==> src/rtl/wave_sequencer.sv <==
// Command-driven 8-bit waveform sequencer for the lab DAC.
// Plays square/saw/triangle/inv-saw for N periods or until abort.
module wave_sequencer #(
  parameter logic [7:0] IDLE_LEVEL = 8'h80
) (
  input  logic       clk,
  input  logic       rst,
  input  logic       cmd_valid,
  output logic       cmd_ready,
  input  logic [1:0] cmd_wave,
  input  logic [7:0] cmd_div,
  input  logic [7:0] cmd_periods,
  input  logic       abort,
  output logic [7:0] wave_out,
  output logic       busy,
  output logic       done,
  output logic [7:0] period_cnt
);

  typedef enum logic {IDLE, RUN} state_t;

  state_t     state, n_state;
  logic [1:0] wave_q, n_wave;
  logic [7:0] div_q, n_div;
  logic [7:0] periods_q, n_periods;
  logic [7:0] phase, n_phase;
  logic [7:0] presc, n_presc;
  logic [7:0] n_cnt, cnt_inc;
  logic [7:0] n_sample;
  logic       n_done;

  function automatic logic [7:0] decode(
    input logic [1:0] w,
    input logic [7:0] p
  );
    logic [7:0] s;
    s = p;
    unique case (w)
      2'd0: s = p[7] ? 8'h00 : 8'hFF;
      2'd1: s = p;
      2'd2: s = p[7] ? ~{p[6:0], 1'b0}
                     : {p[6:0], 1'b0};
      2'd3: s = ~p;
    endcase
    return s;
  endfunction

  always_comb begin
    n_state   = state;
    n_wave    = wave_q;
    n_div     = div_q;
    n_periods = periods_q;
    n_phase   = phase;
    n_presc   = presc;
    n_cnt     = period_cnt;
    n_done    = 1'b0;
    cnt_inc   = (period_cnt == 8'hFF) ? 8'hFF
                                      : period_cnt + 8'd1;
    unique case (state)
      IDLE: begin
        if (cmd_valid) begin
          n_wave    = cmd_wave;
          n_div     = cmd_div;
          n_periods = cmd_periods;
          n_phase   = '0;
          n_presc   = '0;
          n_cnt     = '0;
          n_state   = RUN;
        end
      end
      RUN: begin
        if (presc == div_q) begin
          n_presc = '0;
          n_phase = phase + 8'd1;
          if (phase == 8'hFF) begin
            n_cnt = cnt_inc;
            if (periods_q != 8'd0 &&
                cnt_inc == periods_q) begin
              n_state = IDLE;
              n_done  = 1'b1;
            end
          end
        end else begin
          n_presc = presc + 8'd1;
        end
        // abort overrides completion but keeps the count
        if (abort) begin
          n_state = IDLE;
          n_phase = '0;
          n_presc = '0;
          n_done  = 1'b0;
        end
      end
    endcase
    n_sample = (n_state == RUN) ? decode(n_wave, n_phase)
                                : IDLE_LEVEL;
  end

  always_ff @(posedge clk or negedge rst) begin
    if (!rst) begin
      state      <= IDLE;
      wave_q     <= '0;
      div_q      <= '0;
      periods_q  <= '0;
      phase      <= '0;
      presc      <= '0;
      period_cnt <= '0;
      wave_out   <= IDLE_LEVEL;
      done       <= 1'b0;
    end else begin
      state      <= n_state;
      wave_q     <= n_wave;
      div_q      <= n_div;
      periods_q  <= n_periods;
      phase      <= n_phase;
      presc      <= n_presc;
      period_cnt <= n_cnt;
      wave_out   <= n_sample;
      done       <= n_done;
    end
  end

  assign busy      = (state == RUN);
  assign cmd_ready = (state == IDLE);

endmodule

==> config.mk <==
export PLATFORM = sky130hd
export DESIGN_NAME = wave_sequencer
export DESIGN_NICKNAME = d
export VERILOG_FILES = /design/src/rtl/wave_sequencer.sv
export SDC_FILE = /design/constraint.sdc
export NUM_CORES = 1
export LEC_CHECK = 0
export CORE_MARGIN = 1.5
export CORE_UTILIZATION = 50
export DETAILED_ROUTE_END_ITERATION = 6
export PLACE_DENSITY = 0.82
export SYNTH_ARGS = -nofsm -noshare
export SYNTH_HDL_FRONTEND = slang
export SYNTH_SLANG_ARGS = --single-unit
==> constraint.sdc <==
create_clock -name clk -period 2.85 [get_ports clk]
set_input_delay 0.57 -clock clk [delete_from_list [all_inputs] [get_ports clk]]
set_output_delay 0.57 -clock clk [all_outputs]
set_load 0.05 [all_outputs]
---- Word-level counts from Yosys, hierarchy flattened ----
Cells that the tools add are included.
Widths: inputs -> output; s select.
cells by class
  add/sub/neg operators ................... 3
  multiply operators ...................... 0
  divide/modulo/power cells ............... 0
  magnitude comparators ................... 0
  equal/unequal tests ..................... 10
  shifts and indexed selects .............. 0
  mux-type cells .......................... 29
  bitwise gates (word level) .............. 3
  reduce and logical (&&, ||, !) cells .... 5
operators by type and width
  cell                 number
  $mux 8               12
  $pmux 8 s2           3
  $pmux 8 s4           1
  $add 8x1->8 const B  3
  $eq 8x8->1           2
  $eq 8x8->1 const B   2
  $not 8->8            2
  $mux 1               10
  $reduce_bool 8->1    1
  $eq 2x2->1 const B   2
  $mux 2               2
  $ne 2x1->1 const B   2
  $reduce_and 3->1     1
  $eq 2x1->1 const B   1
  $logic_not 2->1      1
  $ne 2x2->1 const B   1
  $pmux 1 s2           1
  $reduce_and 2->1     1
  $logic_and 1x1->1    1
  $not 1->1            1
word-level totals
  bits in registers ....................... 52
  latch bits .............................. 0
  RAM bits ................................ 0
  bits in read-only memories .............. 0
  input bits .............................. 22
  output and inout port bits .............. 19
  word-level logic and storage cells ...... 59
  memories kept ........................... 0

---- Logic depth before layout (Yosys ltp) ----
  depth in word-level cells ............... 10
  depth in mapped cells ................... 9
  mapped depth without buffers ............ 8

---- Worst setup path after synthesis ----
No wires, ideal clock.
  kind .................................... reg2reg
  start ................................... reg period_cnt[1]
  end ..................................... reg wave_out[0]
  data arrival time ....................... 2404 ps
  data required time ...................... 2704 ps
  setup slack ............................. 300 ps
  stages on the path, launching flop included .. 9
  period minus slack after synthesis ...... 2550 ps
  path through ............................ dfrtp_1 ha_1 nand3_1 xnor2_1 a2111o_1 a311oi_2 a41oi_2 nor2_4 a2111oi_2
on the way
  cells in the longest elaborated chain, start to end .. 10
RTL lines
  element                                    RTL line  text
  from (decl)                                17        output logic [7:0] period_cnt
  from (signal assigned)                     117       period_cnt <= n_cnt;
  $add 8x1->8 or $eq 8x8->1 (tied branches)  58, 57
  $mux 8 *                                   57        cnt_inc = (period_cnt == 8'hFF) ? 8'hFF
  $eq 8x8->1 *                               78        cnt_inc == periods_q) begin
  $logic_and 1x1->1 *                        77        if (periods_q != 8'd0 &&
  $mux 1 *                                   77
  $mux 1 *                                   75        if (phase == 8'hFF) begin
  $mux 1 *                                   72        if (presc == div_q) begin
  $mux 1 *                                   87        if (abort) begin
  $pmux 1 s2 *                               59        unique case (state)
  $mux 8 *                                   95        n_sample = (n_state == RUN) ? decode(n_wave, n_phase)
  named net n_sample[0]                      29        logic [7:0] n_sample;
  to (signal assigned)                       118       wave_out <= n_sample;
  to (decl)                                  14        output logic [7:0] wave_out,
Mark *: on every way through the listed nets, which the timed path passes. The rest lies on a longest branch.
A chain may end at the register's enable or synchronous reset.

---- Worst setup path after layout ----
  start ................................... reg period_cnt[2]
  end ..................................... reg wave_out[1]
Same word-level chain as after synthesis.

==> results.json <==
{
  "status": "completed",
  "crit_fanout": 10,
  "grt_overflow": 0,
  "cellLeakagePower_nw": 1.60,
  "area_growth_pct": 20.9,
  "irDropWorstVdd_mv": 0.316,
  "p_int_mw": 1.36,
  "hold_class": "input pin to asynchronous set/reset pin",
  "cts_setup_buffers": 0,
  "htreeDepth": 2,
  "drt_iter0_markers": 248,
  "first_global_vias": 2585,
  "hpwl_um": 5240,
  "cap_viol_max_count": 0,
  "pwr-share-seq_pct": 43.4,
  "synth_edf_count": 0,
  "ys.flop_type": "dfrtp_1",
  "cts_tree": "done",
  "finalSetupViolCount": 0,
  "cts_hold_buf": 0,
  "rsz0062_at_grt": "false",
  "yosys.area.top_type": "dfrtp_1",
  "cp-start-kind": "flop",
  "p_comb_share_pct": 32.5,
  "cts_root_buf": "clkbuf_8",
  "rrSetupSlack_ns": 0.39,
  "yosys_warnings": 0,
  "drive_gt1_share_pct": 13.1,
  "report.final.slew_viol_count": 0,
  "syn-num-nets": 366,
  "start_util_pct": 52.0,
  "wl_per_cell_um": 15.4,
  "relSlewSlack_pct": 51.1,
  "grt_antenna_before_repair": 0,
  "synth.area.top_cells": "dfrtp_1 (41%), nand2_1 (9.1%), xnor2_1 (4.0%), o21ai_0 (3.4%), nor2_1 (2.3%)",
  "fin_tns_setup_ns": 0,
  "synth_most_common_cell": "nand2_1",
  "cp-end-kind": "flop",
  "yosysUniqueCellTypes": 65,
  "clock_skew_ns": 0.0110,
  "cts_resized": 0,
  "vias": 2757,
  "arrival_ns": 2.65,
  "drtAntennaViolNets": 0,
  "grt_pass1_wl_um": 12000,
  "die_h_um": 81.7,
  "min_period_ns": 2.46,
  "p_clk_share_pct": 24.1,
  "powerDensity_nw_per_um2": 566,
  "yosys_register_bits": 52,
  "dieArea_um2": 6670,
  "dr.pass1.iters": 5,
  "p_sw_uw": 760,
  "switching_share_pct": 35.9,
  "netlist_instances": 341,
  "clockBufferDepth": 2,
  "cts.sinks": 52,
  "core_area_um2": 5960,
  "ys_seq_area_share_pct": 42.1,
  "rows": 28,
  "clock_latency_ns": 0.31,
  "cp.required_ns": 3.04,
  "fin_nets": 413,
  "vias_per_cell": 5.94,
  "groute.usage.overall_pct": 23.2,
  "finalHoldViolations": 0,
  "worst_pin_slew_ns": 0.733,
  "place_congestion": 0.858,
  "grt_max_degree": 34,
  "drt-total-wl_um": 7140,
  "io_pins": 41,
  "post-route-util_pct": 62.9,
  "async_flop_share_pct": 100,
  "critPathKind": "flop to flop",
  "synth_common_cells": "nand2_1 (75), dfrtp_1 (51), o21ai_0 (21), nor2_1 (19), xnor2_1 (14)",
  "antenna_cells": 0,
  "drc": 0,
  "path_clk_slew_ns": 0.10,
  "syn_area_um2": 3100,
  "clock.fmax_mhz": 407,
  "numPortBuffers": 40,
  "synth_area_per_cell_um2": 9.08,
  "fin_crit_sh_pct": 86.2,
  "die_w_um": 81.7,
  "synth_top_cell_area_share_pct": 41.2,
  "numCtsBuffers": 5
}
==> through the flow <==
step	instances	area (um^2)	hold slack, ns	total power, mW	setup slack [ns]
after floorplan	341	3100	0.274	1.40	0.300
after global placement	456	3630	0.487	1.59	0.276
after detailed placement	456	3630	0.498	1.62	0.209
after CTS	464	3740	0.327	2.13	0.429
after global routing	464	3740	0.359	2.24	0.183
final	464	3740	0.308	2.12	0.393
==> layer usage <==
layer	global-route usage, %	part of all wire, %
met1	31.5	45
met2	37.5	48
met3	4.22	5.9
met4	7.29	1.4
met5	0	0
==> state kept, by name (all words and copies together), names as in the netlist, 2 cells and up <==
register / count
phase: 8
wave_q: 2
period_cnt: 8
div_q: 8
presc: 8
periods_q: 8
wave_out: 8
==> path summary, 6_finish.rpt <==
kind / start / to / cells after the start
max reg2reg: period_cnt[2]$_DFFE_PN0P_ / wave_out[1]$_DFF_PN0_ / 7
min reg2reg: div_q[2]$_DFFE_PN0P_ / div_q[2]$_DFFE_PN0P_ / 2
min in group clk: div_q[2]$_DFFE_PN0P_ / div_q[2]$_DFFE_PN0P_ / 2
max: period_cnt[2]$_DFFE_PN0P_ / wave_out[1]$_DFF_PN0_ / 7
min: rst / periods_q[0]$_DFFE_PN0P_ / 1
max in group asynchronous: rst / presc[2]$_DFFE_PN0P_ / 2
==> area by class of cell <==
class / count / area, um^2
fillers: 501 / 2210
multi-input cells: 264 / 1690
flip-flops and latches: 52 / 1300
repair buffers: 55 / 508
well taps: 75 / 93.8
clock buffers: 5 / 68.8
clock inverters: 3 / 42.5
inverters: 10 / 37.5
==> critical path, cell delays in order (launching register included) <==
cell and delay [ns]:
dfrtp_1 0.53, nand4_1 0.26, nor2_2 0.36, o21ai_0 0.16
a32o_1 0.32, a41oi_2 0.31, nor2_4 0.11, a221oi_1 0.29
==> layout by cell type (no fill, tap or decap), types with 4 or more instances in the layout <==
cell | synthesis | final
nand4_1 | 5 | 5
nand3_1 | 13 | 13
nor3_1 | 10 | 10
and3_1 | 8 | 8
clkdlybuf4s50_1 | 0 | 39
a21oi_1 | 7 | 7
inv_1 | 10 | 10
a31o_2 | 4 | 4
buf_4 | 0 | 15
xnor2_2 | 4 | 4
a31oi_1 | 7 | 7
dfrtp_1 | 51 | 51
nand2_1 | 75 | 75
xor2_1 | 4 | 4
and4_1 | 5 | 5
xnor2_1 | 14 | 14
clkbuf_8 | 0 | 5
nor2_1 | 19 | 19
o21ai_0 | 21 | 21
==> cells by family (layout without fill, tap and decap cells) <==
group	after synthesis	in the layout	share of synthesized area (%)
flip-flops	52	52	42.1
XOR/XNOR	22	22	7.19
AO/OA/AOI/OAI	76	76	19.0
buffers and inverters	25	73	3.39
AND/OR/NAND/NOR	158	158	25.4
adder cells (fa/ha/maj)	3	3	1.21
multiplexers	5	5	1.78
==> power groups by stage <==
stage                     Clock [mW]  Sequential (mW)  Combinational (mW)
after CTS                      0.523            0.916               0.690
after global placement             0            0.928               0.665
after floorplan                    0             1.01               0.384
after detailed placement           0            0.931               0.685
after global routing           0.551            0.930               0.755
final                          0.511            0.919               0.689
Power figures use the tool's default switching activity.
